File: src/rtl/pipeline_pkg.sv
// Shared pipeline constants and helpers for the ARM fetch stage.
package pipeline_pkg;

    localparam logic [31:0] NOP_INSTR    = 32'hE1A0_0000;  // mov r0,r0
    localparam logic [31:0] RESET_PC_DEF = 32'h0000_0000;
    localparam int          PC_INCR      = 4;

    // Saturating 32-bit increment used by the fetch performance counters.
    function automatic logic [31:0] sat_inc32(input logic [31:0] val);
        return (val == 32'hFFFF_FFFF) ? val : val + 32'd1;
    endfunction

endpackage

File: src/rtl/fetch_decode_reg.sv
// F->D pipeline register: flush beats stall, stall holds, otherwise capture the fetched instruction.
module fetch_decode_reg
    import pipeline_pkg::*;
#(
    parameter int WIDTH = 32
) (
    input  logic             clk,
    input  logic             reset,
    input  logic             StallD,
    input  logic             FlushD,
    input  logic [31:0]      InstrF,
    input  logic [WIDTH-1:0] PCPlus8F,
    output logic [31:0]      InstrD,
    output logic [WIDTH-1:0] PCPlus8D,
    output logic             ValidD
);

    logic [31:0]      instr_d, instr_q;
    logic [WIDTH-1:0] pc_plus8_d, pc_plus8_q;
    logic             valid_d, valid_q;

    always_comb begin
        instr_d    = instr_q;
        pc_plus8_d = pc_plus8_q;
        valid_d    = valid_q;
        if (reset || FlushD) begin
            instr_d    = NOP_INSTR;
            pc_plus8_d = '0;
            valid_d    = 1'b0;
        end else if (!StallD) begin
            instr_d    = InstrF;
            pc_plus8_d = PCPlus8F;
            valid_d    = 1'b1;
        end
    end

    always_ff @(posedge clk) begin
        instr_q    <= instr_d;
        pc_plus8_q <= pc_plus8_d;
        valid_q    <= valid_d;
    end

    assign InstrD   = instr_q;
    assign PCPlus8D = pc_plus8_q;
    assign ValidD   = valid_q;

endmodule

File: src/rtl/fetch_stage.sv
// ARM fetch stage: PC register, next-PC select and F->D register.
// Optional StallCntF/FlushCntD performance counters are built when FETCH_PERF_CNT_EN is defined.
module fetch_stage
    import pipeline_pkg::*;
#(
    parameter int               WIDTH    = 32,
    parameter logic [WIDTH-1:0] RESET_PC = WIDTH'(RESET_PC_DEF)
) (
    input  logic             clk,
    input  logic             reset,
    input  logic             StallF,
    input  logic             StallD,
    input  logic             FlushD,
    input  logic             BranchTakenE,
    input  logic [WIDTH-1:0] ALUResultE,
    input  logic             PCSrcW,
    input  logic [WIDTH-1:0] ResultW,
    output logic [WIDTH-1:0] PCF,
    input  logic [31:0]      InstrF,
    output logic [31:0]      InstrD,
    output logic [WIDTH-1:0] PCPlus8D,
`ifdef FETCH_PERF_CNT_EN
    output logic [31:0]      StallCntF,
    output logic [31:0]      FlushCntD,
`endif
    output logic             ValidD
);

    logic [WIDTH-1:0] pc_d, pc_q;
    logic [WIDTH-1:0] pc_plus4_f, pc_plus8_f;

    assign pc_plus4_f = pc_q + WIDTH'(PC_INCR);
    assign pc_plus8_f = pc_plus4_f + WIDTH'(PC_INCR);

    // Writeback redirect outranks execute redirect; either one overrides StallF.
    always_comb begin
        pc_d = pc_q;
        if (reset)             pc_d = RESET_PC;
        else if (PCSrcW)       pc_d = ResultW;
        else if (BranchTakenE) pc_d = ALUResultE;
        else if (!StallF)      pc_d = pc_plus4_f;
    end

    always_ff @(posedge clk) begin
        pc_q <= pc_d;
    end

    assign PCF = pc_q;

    fetch_decode_reg #(.WIDTH(WIDTH)) u_fd_reg (
        .clk      (clk),
        .reset    (reset),
        .StallD   (StallD),
        .FlushD   (FlushD),
        .InstrF   (InstrF),
        .PCPlus8F (pc_plus8_f),
        .InstrD   (InstrD),
        .PCPlus8D (PCPlus8D),
        .ValidD   (ValidD)
    );

`ifdef FETCH_PERF_CNT_EN
    logic [31:0] stall_cnt_d, stall_cnt_q;
    logic [31:0] flush_cnt_d, flush_cnt_q;

    always_comb begin
        stall_cnt_d = stall_cnt_q;
        flush_cnt_d = flush_cnt_q;
        if (reset) begin
            stall_cnt_d = '0;
            flush_cnt_d = '0;
        end else begin
            if (StallF) stall_cnt_d = sat_inc32(stall_cnt_q);
            if (FlushD) flush_cnt_d = sat_inc32(flush_cnt_q);
        end
    end

    always_ff @(posedge clk) begin
        stall_cnt_q <= stall_cnt_d;
        flush_cnt_q <= flush_cnt_d;
    end

    assign StallCntF = stall_cnt_q;
    assign FlushCntD = flush_cnt_q;
`endif

endmodule
File: config.mk
export PLATFORM = sky130hd
export DESIGN_NAME = fetch_stage
export DESIGN_NICKNAME = d
export VERILOG_FILES = /design/src/rtl/pipeline_pkg.sv /design/src/rtl/fetch_decode_reg.sv /design/src/rtl/fetch_stage.sv
export SDC_FILE = /design/constraint.sdc
export NUM_CORES = 1
export LEC_CHECK = 0
export CORE_MARGIN = 8
export CORE_UTILIZATION = 29
export DETAILED_ROUTE_END_ITERATION = 7
export PLACE_DENSITY_LB_ADDON = 0.1
export SLEW_MARGIN = 20
export SYNTH_ARGS = -nofsm -noshare
export SYNTH_HDL_FRONTEND = slang
export SYNTH_SLANG_ARGS = --single-unit
export TNS_END_PERCENT = 20
File: constraint.sdc
create_clock -name clk -period 7.05 [get_ports clk]
set_input_delay 0.705 -clock clk [delete_from_list [all_inputs] [get_ports clk]]
set_output_delay 0.705 -clock clk [all_outputs]
set_load 0.005 [all_outputs]
# ---- After elaboration in Yosys (flattened, before gate mapping)
# Cells that the tools add are included.
dict set report totals {
  reg_bits 97
  elab_cells 11
  output_inout_bits 97
  romBits 0
  n_memories 0
  latch_bits 0
  inputBits 103
  ramBits 0
}
dict set report classes {
  n_addsub 2
  div_mod_pow 0
  shifts 0
  n_mux 3
  magnitude_cmp 0
  eq_ne 1
  multipliers 0
  n_reduce_logical 1
  n_bitwise 0
}
# operator n
set ops {}
lappend ops {{32-bit 2-to-1 mux} 3}
lappend ops {{32-bit by 3-bit adder with 32-bit output (second input constant)} 2}
lappend ops {{3-bit by 1-bit inequality test with 1-bit output (second input constant)} 1}
lappend ops {{1-bit logical OR} 1}

# ---- Logic depth before layout (Yosys ltp)
# Gate-level depths: netlist (run 1).
dict set report depth {
  ltp_word 4
  ltp_mapped 11
  mapped_depth_nobuf 9
}

# ---- By module
# Synthesis (run 1) repeated with hierarchy kept, for this count alone.
dict set report unflattened {
  hier_cells 644
  area_unflattened_um2 5412.7
}
# module seq_area_each_um2 n_inst cells_each area_each_um2
set by_module_without_submodules {}
lappend by_module_without_submodules {fetch_stage 640.6 1 433 3111.7}
lappend by_module_without_submodules {fetch_decode_reg 1301.2 1 211 2301.0}

# ---- Worst setup path after synthesis (run 1)
# Ideal clock, no wire load.
dict set report synth_timing {
  path_kind {reg2reg}
  start {register pc_q[2], in the netlist PCF[2]}
  end {register u_fd_reg.pc_plus8_q[15], in the netlist u_fd_reg.PCPlus8D[15]}
  arrival_time_ns 2.695
  synth_period_minus_slack_ns 2.822
  path_stages_with_launch 11
  setup_slack_ns 4.228
  required_time_ns 6.922
  path_cell_list {dfxtp_1 clkbuf_1 inv_1 ha_1 nor4b_1 o2111ai_1 nor3_1 nand3_1 xnor2_1 mux2i_1 nor2_1}
}
dict set report synth_between {
  elab_chain_len 2
}
# item line_no
set synth_lines {}
lappend synth_lines {{from (decl)} fetch_stage.sv:29} ;# logic [WIDTH-1:0] pc_d, pc_q;
lappend synth_lines {{from (signal assigned)} fetch_stage.sv:45} ;# pc_q <= pc_d;
lappend synth_lines {{32-bit by 3-bit adder with 32-bit output} fetch_stage.sv:32} ;# assign pc_plus4_f = pc_q + WIDTH'(PC_INCR);
lappend synth_lines {{32-bit by 3-bit adder with 32-bit output} fetch_stage.sv:33} ;# assign pc_plus8_f = pc_plus4_f + WIDTH'(PC_INCR);
lappend synth_lines {{to (signal assigned)} fetch_decode_reg.sv:39} ;# pc_plus8_q <= pc_plus8_d;
lappend synth_lines {{to (decl)} fetch_decode_reg.sv:19} ;# logic [WIDTH-1:0] pc_plus8_d, pc_plus8_q;
# No other way between the ends.
# A chain may end at the register's enable or synchronous reset.

# ---- Worst setup path in the final report (run 1)
# Ends and elaborated chain as after synthesis.

==> results.cfg, run 1 <==
[detailed_routing]
wl_um = 19500
drt-initial-drc-count = 248
viasPerCell = 4.95
route.detailed.drc = 0
vias = 5337
final_antenna_net_count = 0
first_pass_iters = 5
wl_per_cell_um = 18.1

[place]
dp_cells = 1063
placed_area_um2 = 7640
gp_congestion = 0.861
dp_hpwl_um = 15300
portBuffers = 199

[global_routing]
grtUsageTotal_pct = 16.1
busiest_layer = met2
antenna_found_initial = 0
grt_pass1_vias = 5364
grtUsageMet3_pct = 5.35
grt_overflow = 0
grt_max_degree = 58
met2_usage_pct = 23.9
grt_pass1_wl_um = 30800
met1_usage_pct = 22.2

[logic_synthesis]
avgSynthCellArea_um2 = 8.20
yosysUniqueCellTypes = 63
syn_nets = 784
synthesis.area_um2 = 5570
yosys-top-cells-area = dfxtp_1 (35%), mux2i_1 (11%), nor2_1 (6.9%)
netlist_top_cells_count = nor2_1 (102), dfxtp_1 (97), mux2i_1 (59), nand2_1 (59), o21ai_0 (32)
synth-edff-count = 0
ys_ff_latch = 97
synth_top_area_cell = dfxtp_1
synthFlopType = dfxtp_1
yosysTopAreaCellShare_pct = 34.9
ys.warnings.count = 0
syn_inst = 679
ys_async_sr_fraction_pct = 0
synth.most_common_cell = nor2_1
ys_seq_area_share_pct = 34.9

[worst_setup_path]
crit_end = u_fd_reg.PCPlus8D[15]
path_class = reg2reg
crit_family = simple AND/OR/NAND/NOR gates
r2r_setup_slack_ns = 3.58
crit_slowest_cell = dfxtp_1
reg2reg_from = PCF[2]
cpMostUsedCell = xnor2_1
end_kind = flop
crit_arrival_ns = 3.68
reg2reg_depth = 9
worst_ep_required_time_ns = 7.26
r2r-end = u_fd_reg.PCPlus8D[15]
cp_num_buf_inv = 0
critPathMaxStageDelay_ns = 0.68
startpoint_type = flop
crit_fanout = 16
startpoint = PCF[2]
path_cells = ha_1 > xnor2_1 > nor4b_1 > o2111ai_1 > nor3_1 > nand3_1 > xnor2_1 > mux2i_1 > nor2_1
crit_cells = 9

[sta]
tns_ns = 0
min_period_ns = 3.47
finalSetupViolCount = 0
finalMaxSlewViolations = 0
worst_slew_pin_slew_ns = 0.987
rsz0062_at_grt = no
fmax_ghz = 0.288
maxSlewHeadroom_pct = 34.2
finalCritPeriodShare_pct = 49.3
hold_viol = 0
clock_skew_ns = 0.00701

[die]
io_pins = 200
initial_core_util_pct = 29.7
die_w_um = 155
die_h_um = 155
num_rows = 50
dieArea_um2 = 23900
coreArea_um2 = 18800

[clock_tree]
cts_resized = 0
cts.htree.levels = 3
clock_latency_ns = 0.36
cts_tree = done
hold_buffers = 0
cts_setup_buffers = 0
cts_root_buffer = clkbuf_16
clk_pin_slew_ns = 0.06
cts_made_buffers = 9
cts_buffer_depth = 2
cts_sinks = 97

[power]
irDropWorstVdd_uv = 143
power-per-cell-area_nw_per_um2 = 184
p_leak_nw = 3.00

[hold_path]
hold_start = u_fd_reg.ValidD
hold_class = reg2reg

[final_layout]
final_util_pct = 42.6
stdcell_count = 1078
syn2layout_area_growth_pct = 43.6
layout.nets = 945
final_layout_size_suffix_gt1_share_pct = 5.92
n_antenna_cell = 0
fillers = 1908
final_area_um2 = 7990

[outcome]
outcome = finished clean

[job]
cap_violations = 0
-- worst reg2reg max path, delay by kind of cell (launching register included) --
family	cells	cell delay, ns
compound gates	1	0.35
xor+xnor	2	0.35
mux	1	0.13
simple gates	4	1.40
flops	1	0.68
fa+ha+maj	1	0.41
-- where the power goes --
group	switching [W]	total (W)	internal (W)	leakage [nW]
Combinational	0.000118	0.000269	0.000151	2.03
Clock	0.000224	0.000582	0.000358	0.171
Sequential	0.0000435	0.000617	0.000574	0.794
Total	0.000385	0.00147	0.00108	3.00
-- layout make-up --
cell class,instances,area (um^2),share of cell area [%]
Tap cell,234,293,3.66
Multi-Input combinational cell,515,3340,41.7
Clock inverter,5,110,1.38
Timing Repair Buffer,205,2030,25.4
Inverter,12,45.0,0.563
Sequential cell,97,1940,24.3
Clock buffer,10,239,2.99
-- routing by layer --
layer | part of all wire [%] | wire (um)
met5 | 0 | 0
met4 | 1.0 | 201
met3 | 7.6 | 1470
met2 | 42 | 8220
met1 | 49 | 9600
-- state kept, by name (all words and copies together), names as in the netlist --
name	flops
PCF	32
u_fd_reg.InstrD	32
u_fd_reg.PCPlus8D	32
u_fd_reg.ValidD	1
-- cell usage in the layout (no fill, tap or decap), drive strengths merged, types with 4 or more instances in the layout --
cell,count
a211oi,10
nor4,10
a221oi,4
and3,9
clkbuf,10
xnor2,29
nand3,33
buf,8
a21oi,29
dfxtp,97
clkdlybuf4s50,197
o211ai,20
inv,13
nor2,102
nor3,16
mux2i,59
and2,4
or2,4
and4,6
nand4,13
nand2,59
xor2,21
o21ai,41
-- worst min path at each step --
stage                     slack, ns                    end  cells past startpoint
after floorplan                0.45        u_fd_reg.ValidD                      2
final                          0.45        u_fd_reg.ValidD                      2
after detailed placement       0.44        u_fd_reg.ValidD                      2
after CTS                      0.45        u_fd_reg.ValidD                      2
after global routing           0.47        u_fd_reg.ValidD                      2
after global placement         0.45  u_fd_reg.PCPlus8D[11]                      2
-- metrics by stage --
step	setup WS, ns	power [W]	hold slack (ns)
finish	3.58	0.00147	0.451
global route	3.17	0.00154	0.473
CTS	3.51	0.00149	0.454
detailed placement	3.54	0.000901	0.444
global placement	3.60	0.000899	0.447
floorplan	4.23	0.000753	0.447
-- cells by family (layout without fill, tap and decap cells) --
family                     count (synthesis)  in the layout  synth area share [%]
and+or+nand+nor                          275            275                  25.8
AOI/OAI and AO/OA                        128            128                  14.7
buffers and inverters                     67            232                  5.19
xor gates and xnor gates                  50             50                  8.14
muxes                                     60             60                  10.8
DFF                                       97             97                  34.9
adders and majority gates                  2              2                 0.449
Note: power is estimated with default switching activity, not from simulation.
==> inputs of run 2 (changes only) <==
==> constraint.sdc (replaced) <==
create_clock -name clk -period 2.8 [get_ports clk]
set_input_delay 0.28 -clock clk [delete_from_list [all_inputs] [get_ports clk]]
set_output_delay 0.28 -clock clk [all_outputs]
set_load 0.005 [all_outputs]
==> results.cfg, run 2 (same netlist as run 1, synthesis figures left out) <==
[final_layout]
layout.nets = 992
final_area_um2 = 8290
syn2layout_area_growth_pct = 48.8
final_layout_size_suffix_gt1_share_pct = 11.1
n_antenna_cell = 0
final_util_pct = 44.1
layout_common_cells = clkdlybuf4s50_1 (197), nor2_1 (102), dfxtp_1 (97)
final_common_cell = clkdlybuf4s50_1

[place]
gp_congestion = 0.889
dp_hpwl_um = 16000
placed_area_um2 = 7990
portBuffers = 199

[worst_setup_path]
crit_slowest_cell = nor4_2
path_cells = ha_1 > nand3_2 > nor4_2 > xor2_1 > nand3_2 > nor4_4 > buf_4 > nand3_2 > and3_1 > or3_1
startpoint = PCF[2]
critPathMaxStageDelay_ns = 0.42
crit_family = simple AND/OR/NAND/NOR gates
crit_fanout = 8
path_class = reg2reg
cp_num_buf_inv = 1
end_kind = flop
worst_ep_required_time_ns = 3.04
crit_arrival_ns = 2.93
cpMostUsedCell = nand3_2
startpoint_type = flop
reg2reg_from = PCF[2]

[sta]
min_period_ns = 2.70
hold_viol = 0
rsz0062_at_grt = yes
finalCritPeriodShare_pct = 96.3
tns_ns = 0
maxSlewHeadroom_pct = 51.5
clock_skew_ns = 0.00760
worst_slew_pin_slew_ns = 0.728
finalSetupViolCount = 0
fmax_ghz = 0.371
finalMaxSlewViolations = 0

[detailed_routing]
drt-initial-drc-count = 346
wl_um = 20100
vias = 5649
route.detailed.drc = 0
final_antenna_net_count = 0
wl_per_cell_um = 17.8
first_pass_iters = 5
viasPerCell = 5.02

[die]
die_w_um = 155
num_rows = 50
io_pins = 200
dieArea_um2 = 23900
die_h_um = 155
initial_core_util_pct = 29.7
coreArea_um2 = 18800

[outcome]
outcome = finished clean

[job]
cap_violations = 0

[clock_tree]
cts_sinks = 97
clock_latency_ns = 0.35
cts_made_buffers = 9
clk_pin_slew_ns = 0.07
cts_root_buffer = clkbuf_16
cts_tree = done
hold_buffers = 0
cts.htree.levels = 3
cts_buffer_depth = 2

[power]
power-per-cell-area_nw_per_um2 = 418
p_leak_nw = 3.19
irDropWorstVdd_uv = 266

[global_routing]
antenna_found_initial = 0
grt_overflow = 0
grt_max_degree = 57
grtUsageTotal_pct = 16.8
grt_pass1_wl_um = 32100
grt_pass1_vias = 5724

[hold_path]
hold_start = StallD
hold_class = in2reg
==> run 2: changes by cell type in the layout (fill, tap and decap cells not counted), sizes merged <==
| cell | delta |
|---|---|
| inv | -1 |
| clkinv | +1 |
| clkbuf | +1 |
| bufinv | -3 |
| clkinvlp | +3 |
| buf | +47 |
==> run 2: metal layers <==
layer  GRT usage [%]  up-vias  wire length, um
met5               0        -                0
met4            4.20        0              217
met3            4.99       15             1520
met2            25.6      190             8500
met1            22.6     2617             9860
li1                -     2827                -
==> run 2: path summary, 6_finish.rpt <==
check	slack [ns]	depth (start not counted)	to
setup reg to reg	0.10	10	u_fd_reg.PCPlus8D[26]
hold / removal	0.36	3	u_fd_reg.PCPlus8D[19]
hold reg to reg	0.45	2	u_fd_reg.PCPlus8D[11]
setup / recovery	0.10	10	u_fd_reg.PCPlus8D[26]
==> run 2: repair_timing <==
item                                    4_1_cts  5_1_grt
buffers inserted                              0        1
endpoints found under the setup margin        0       13
gates resized for setup                       0        3
==> run 2: power by group <==
| group | internal [W] | switching (W) | total [W] |
|---|---|---|---|
| logic | 0.000424 | 0.000358 | 0.000782 |
| registers | 0.00144 | 0.0000647 | 0.00151 |
| clock network | 0.000608 | 0.000562 | 0.00117 |
==> run 2: through the flow <==
stage	hold slack [ns]	total power [W]	setup slack (ns)	instances
finish	0.356	0.00346	0.103	1126
global route	0.390	0.00364	-0.0457	1126
CTS	0.357	0.00351	0.0890	1125
detailed placement	0.445	0.00232	0.0999	1109
global placement	0.443	0.00232	0.164	1109
floorplan	0.405	0.00190	-0.0221	679
==> run 2: worst min-delay path, stage by stage <==
cell and delay, ns:
buf_4 0.22, nand3_1 0.11, nand2_1 0.05
==> run 2: final cells by class <==
cell class,instances,area (um^2)
clock buffers,11,233
clock inverters,5,40.0
fillers,1863,10500
inverters,12,45.0
multi-input cells,515,3350
flip-flops and latches,97,1940
well taps,234,293
repair buffers,252,2380
